$ cat src/rtl/alarm_key_entry.sv
// Alarm-clock keypad entry: collects up to four BCD digits and issues a load
// strobe for alarm or current time. Latency: one cycle from key_valid to outputs.
// Optional build macro ALARM_KEY_TIMEOUT_EN adds a one_second inactivity timeout.
module alarm_key_entry #(
  parameter int unsigned TIMEOUT_SEC = 10
) (
  input  logic       clock,
  input  logic       reset,
  input  logic       one_second,
  input  logic [3:0] key,
  input  logic       key_valid,
  output logic [3:0] key_ms_hr,
  output logic [3:0] key_ls_hr,
  output logic [3:0] key_ms_min,
  output logic [3:0] key_ls_min,
  output logic       show_new_time,
  output logic       show_a,
  output logic       load_new_a,
  output logic       load_new_c
);

  localparam logic [3:0] KEY_ALARM = 4'd10;
  localparam logic [3:0] KEY_TIME  = 4'd11;

  typedef enum logic [2:0] {
    IDLE,
    ENTRY,
    SHOW_ALARM,
    LOAD_ALARM,
    LOAD_TIME
  } state_t;

  state_t      state_q, state_d;
  // Buffer packed as {ms_hr, ls_hr, ms_min, ls_min}; a digit enters at the low nibble.
  logic [15:0] buf_q, buf_d;

  logic key_digit;
  logic key_alarm;
  logic key_time;

  assign key_digit = key_valid && (key <= 4'd9);
  assign key_alarm = key_valid && (key == KEY_ALARM);
  assign key_time  = key_valid && (key == KEY_TIME);

`ifdef ALARM_KEY_TIMEOUT_EN
  logic [3:0] cnt_q, cnt_d;
  logic       timeout_hit;

  // Timeout fires only on a pulse with no key activity in the same cycle.
  assign timeout_hit = one_second && !key_valid && (cnt_q == 4'(TIMEOUT_SEC - 1));

  // Inactivity counter: restarts on entry and on each accepted digit; any key
  // arriving together with a pulse also restarts it instead of counting.
  always_comb begin
    cnt_d = cnt_q;
    if (state_q == IDLE && key_digit) begin
      cnt_d = 4'd0;
    end else if (state_q == ENTRY) begin
      if (key_digit || (key_valid && one_second) || timeout_hit) begin
        cnt_d = 4'd0;
      end else if (one_second) begin
        cnt_d = cnt_q + 4'd1;
      end
    end
  end
`else
  // The pulse has no function without the timeout feature.
  logic unused_one_second;
  assign unused_one_second = one_second;
`endif

  // Next state and buffer from the current state and the qualified key.
  always_comb begin
    state_d = state_q;
    buf_d   = buf_q;
    case (state_q)
      IDLE: begin
        if (key_digit) begin
          buf_d   = {buf_q[11:0], key};
          state_d = ENTRY;
        end else if (key_alarm) begin
          state_d = SHOW_ALARM;
        end
      end
      ENTRY: begin
        if (key_digit) begin
          buf_d = {buf_q[11:0], key};
        end else if (key_alarm) begin
          state_d = LOAD_ALARM;
        end else if (key_time) begin
          state_d = LOAD_TIME;
        end
`ifdef ALARM_KEY_TIMEOUT_EN
        else if (timeout_hit) begin
          buf_d   = 16'd0;
          state_d = IDLE;
        end
`endif
      end
      SHOW_ALARM: begin
        // Any key just dismisses the alarm display; it is not shifted in.
        if (key_valid) begin
          state_d = IDLE;
        end
      end
      LOAD_ALARM, LOAD_TIME: begin
        // Strobe cycle: keys are dropped, buffer is cleared on the way out.
        buf_d   = 16'd0;
        state_d = IDLE;
      end
      default: begin
        buf_d   = 16'd0;
        state_d = IDLE;
      end
    endcase
  end

  // State, buffer and registered output decode of the next state.
  always_ff @(posedge clock or posedge reset) begin
    if (reset) begin
      state_q       <= IDLE;
      buf_q         <= 16'd0;
      show_new_time <= 1'b0;
      show_a        <= 1'b0;
      load_new_a    <= 1'b0;
      load_new_c    <= 1'b0;
`ifdef ALARM_KEY_TIMEOUT_EN
      cnt_q         <= 4'd0;
`endif
    end else begin
      state_q       <= state_d;
      buf_q         <= buf_d;
      show_new_time <= (state_d == ENTRY);
      show_a        <= (state_d == SHOW_ALARM);
      load_new_a    <= (state_d == LOAD_ALARM);
      load_new_c    <= (state_d == LOAD_TIME);
`ifdef ALARM_KEY_TIMEOUT_EN
      cnt_q         <= cnt_d;
`endif
    end
  end

  assign key_ms_hr  = buf_q[15:12];
  assign key_ls_hr  = buf_q[11:8];
  assign key_ms_min = buf_q[7:4];
  assign key_ls_min = buf_q[3:0];

endmodule

$ cat config.mk
export PLATFORM = sky130hd
export DESIGN_NAME = alarm_key_entry
export DESIGN_NICKNAME = d
export VERILOG_FILES = /design/src/rtl/alarm_key_entry.sv
export SDC_FILE = /design/constraint.sdc
export NUM_CORES = 1
export LEC_CHECK = 0
export ABC_CLOCK_PERIOD_IN_PS = 1600
export CAP_MARGIN = 5
export CORE_MARGIN = 2
export CORE_UTILIZATION = 47
export DETAILED_ROUTE_END_ITERATION = 16
export PLACE_DENSITY_LB_ADDON = 0.05
export SETUP_SLACK_MARGIN = 0.15
export SLEW_MARGIN = 10
export SYNTH_ARGS = -nofsm -noshare
export SYNTH_HDL_FRONTEND = slang
export SYNTH_SLANG_ARGS = --single-unit
$ cat constraint.sdc
create_clock -name clock -period 1.6 [get_ports clock]
set_input_delay 0.32 -clock clock [delete_from_list [all_inputs] [get_ports clock]]
set_output_delay 0.32 -clock clock [all_outputs]
set_load 0.03 [all_outputs]
==> run summary <==
The run finished with clean final reports. The floorplan die area came out at 2690 um^2. The setup violation total in the final timing report came out at 0. The final-report max-slew violation count was 0. Gates resized during post-CTS repair numbered 20. The weighted congestion at the end of routability-driven global placement is 0.719.

The overall die width is 51.9 um. The first-pass detailed-route iteration total is 2. The number of antenna diodes is 0. The detailed-placement wirelength estimate came out at 1400 um. After synthesis, the cell types taking the most area are sky130_fd_sc_hd__dfrtp_1, sky130_fd_sc_hd__mux2i_1, sky130_fd_sc_hd__nand2b_1. The area growth from synthesis to layout is 28.3%. The part of the cycle the worst path needs came out at 0.878. The cell sitting at the root of the clock tree is a sky130_fd_sc_hd__clkbuf_4. The time the worst path needs with I/O delays and setup came out at 1.41 ns. The number of hold buffers added after cts came out at 0. The number of hold violations in the final report came out at 0. The stage delay of the slowest cell on the critical path is 0.40 ns. The detail route stage leaves a number of antenna-violating nets equal to 0.

The number of DRC violations after detailed-routing iteration 0 is 4. The via density per instance is 4.84. Dividing total power by cell area gives a power density of 1350 nW/um^2. Setup repair after global routing could not meet its margin everywhere. The total number of yosys warnings came out at 0.

The clock sink count came out at 23. The synthesized net count came out at 104. STA puts the critical path data required time at 1.28 ns. The clock transition time at the flip-flop clock pins of the worst setup and hold paths is 0.13 ns. In the layout the commonest cells are sky130_fd_sc_hd__dfrtp_1, sky130_fd_sc_hd__nand2_1, sky130_fd_sc_hd__nand2b_1, sky130_fd_sc_hd__mux2i_1. The source-to-sink clock delay at the later pin of the worst-skew pair is 0.30 ns. The number of nets at the end of the flow is 136. The H-tree depth is 1.

The worst register-to-register path begins at state_q[2]. Counting distinct cell types in the post-synthesis netlist gives 23. The gate count after technology mapping is 96. The count of cells in the finished layout, fillers not included, comes to 155.

The worst hold path belongs to the class in2async. Walking the worst path, the cells encountered are clkdlybuf4s15_1. The area of all placed cells without fillers is 1380 um^2. The slowest stage of the critical path belongs to the cell sky130_fd_sc_hd__dfrtp_1. The total wirelength of the detailed-routed design is 1910 um. The TritonCTS buffer count came out at 3. The number of placement rows is 17. The count of maximum capacitance violations came out at 0. The number of storage elements in the synthesis netlist is 23. VDD sags by at most 0.000702 V. The total buffers and inverters traversed by the critical path came out at 1. A synthesized cell averages 11.2 um^2. The cell area after technology mapping came out at 1080 um^2. The transition time at the pin with the least slew margin came out at 0.432 ns. STA classifies the critical path endpoint as an output port. The total grt overflow is 0.

The pin count of the biggest net entering global routing is 24. The average wire per cell in the routed design is 12.3 um. The placed instances occupy a cell area of 1390 um^2. The port buffer count came out at 26. Detailed routing inserted a total of 750 vias.

The biggest area contributor in the post-synthesis netlist is sky130_fd_sc_hd__dfrtp_1. The endpoint arrival time on the critical path is 1.09 ns. The flop-to-flop setup slack came out at 0.33 ns. The leakage power of the design is 0.737 nW. The cell family contributing the most delay on the critical path is flip-flops. The worst reg-to-reg path cell count is 3. STA classifies the critical path startpoint as a register.

Headroom to the max-slew limit came out at 0.711. Across the routed clock network, the largest skew measured is 0.00908 ns. The via count of the first global-routing pass is 737.

The share of cells above drive strength 1 came out at 0.142. In the global route stage, overall resource usage came out at 0.166. The peak fanout along the critical path came out at 3.

The residual DRC count is 0. The number of antenna violations at the first check in global routing is 0. The worst setup path is of the reg2out kind. For this configuration, the core starts out at a cell density of 0.492. From bottom edge to top edge, the die measures 51.9 um. The CTS tree is yes. The post-CTS setup buffer count came out at 0.

The top-area cell type share of the netlist area is 0.534. The library cell used most frequently in the layout, excluding fill and tap cells, is sky130_fd_sc_hd__dfrtp_1. Total power for the finished layout comes to 1.87 mW. The deepest clock path buffer count came out at 2. Of the synthesized area, sequential elements account for 0.534. The endpoint identified for the worst register-to-register timing path is buf_q[6]. 28 I/O pins were placed. The number of placed instances, taps included came out at 151. In this run the standard cell core region covers 2190 um^2. Static timing analysis puts the maximum clock frequency at 711 MHz. The wire length of the first global-routing pass is 3260 um.
## kinds of logic after synthesis
kind of cell	count (synthesis)	synth area share
and+or+nand+nor	46	0.229
DFF	23	0.534
muxes	16	0.149
buffers and inverters	6	0.0441
AOI/OAI and AO/OA	5	0.0441
## layout make-up
type | count | area, um^2
well taps | 28 | 35.0
inverters | 1 | 3.75
flip-flops and latches | 23 | 576
clock buffers | 4 | 26.3
multi-input cells | 67 | 454
repair buffers | 32 | 288
fillers | 190 | 808
## layer usage
| metal | part of all wire | routed length (um) | up-vias | global-route usage |
|---|---|---|---|---|
| met5 | 0 | 0 | - | 0 |
| met4 | 0 | 0 | 0 | 0.0526 |
| met3 | 0.042 | 80 | 0 | 0.0345 |
| met2 | 0.51 | 967 | 16 | 0.297 |
| met1 | 0.45 | 865 | 349 | 0.197 |
| li1 | - | - | 385 | - |
## how the worst max path moves through the flow
stage	startpoint	endpoint	cells past startpoint
after floorplan	state_q[1]	buf_q[0]	4
after global placement	key[2]	show_a	4
after detailed placement	key[2]	show_a	4
after CTS	buf_q[6]	key_ms_min[2]	1
after global routing	buf_q[9]	key_ls_hr[1]	1
final	buf_q[3]	key_ls_min[3]	1
## power by group
group,internal [mW],switching (mW),total (mW)
logic,0.281,0.489,0.770
clock network,0.0971,0.168,0.265
registers,0.730,0.103,0.833
## Yosys cell counts
library cell                n
sky130_fd_sc_hd__or2_2      1
sky130_fd_sc_hd__nor2_1     3
sky130_fd_sc_hd__nand2_1   18
sky130_fd_sc_hd__buf_6      1
sky130_fd_sc_hd__buf_12     1
sky130_fd_sc_hd__a21oi_1    2
sky130_fd_sc_hd__dfrtp_1   23
sky130_fd_sc_hd__a21oi_4    1
sky130_fd_sc_hd__nor4_1     1
sky130_fd_sc_hd__or3_1      1
sky130_fd_sc_hd__nor3_1     1
sky130_fd_sc_hd__and3b_1    1
sky130_fd_sc_hd__nand4b_1   1
sky130_fd_sc_hd__o21ai_2    1
sky130_fd_sc_hd__a211oi_2   1
sky130_fd_sc_hd__and4b_2    1
sky130_fd_sc_hd__or2b_1     1
sky130_fd_sc_hd__nand2b_1  16
sky130_fd_sc_hd__buf_2      1
sky130_fd_sc_hd__mux2i_1   16
sky130_fd_sc_hd__clkbuf_1   2
sky130_fd_sc_hd__nand3b_1   1
sky130_fd_sc_hd__inv_1      1
## worst min-delay path, stage by stage
cell	delay (ns)
sky130_fd_sc_hd__clkdlybuf4s50_1	0.39
sky130_fd_sc_hd__inv_1	0.05
sky130_fd_sc_hd__buf_4	0.28
## state kept, by name, indices dropped and copies added (netlist names)
| signal | cells |
|---|---|
| buf_q | 16 |
| show_a | 1 |
| load_new_a | 1 |
| show_new_time | 1 |
| state_q | 3 |
| load_new_c | 1 |
## per-stage QoR
| stage | setup slack (ns) | TNS (ns) | hold slack [ns] | util |
|---|---|---|---|---|
| after floorplan | 0.488 | 0 | 0.322 | - |
| after global placement | -0.0313 | -0.0313 | 0.512 | 0.633 |
| after detailed placement | -0.0425 | -0.0425 | 0.530 | 0.633 |
| after CTS | 0.160 | 0 | 0.347 | 0.633 |
| after global routing | 0.136 | 0 | 0.369 | 0.631 |
| final | 0.194 | 0 | 0.339 | 0.631 |
Note: power is estimated with default switching activity, not from simulation.
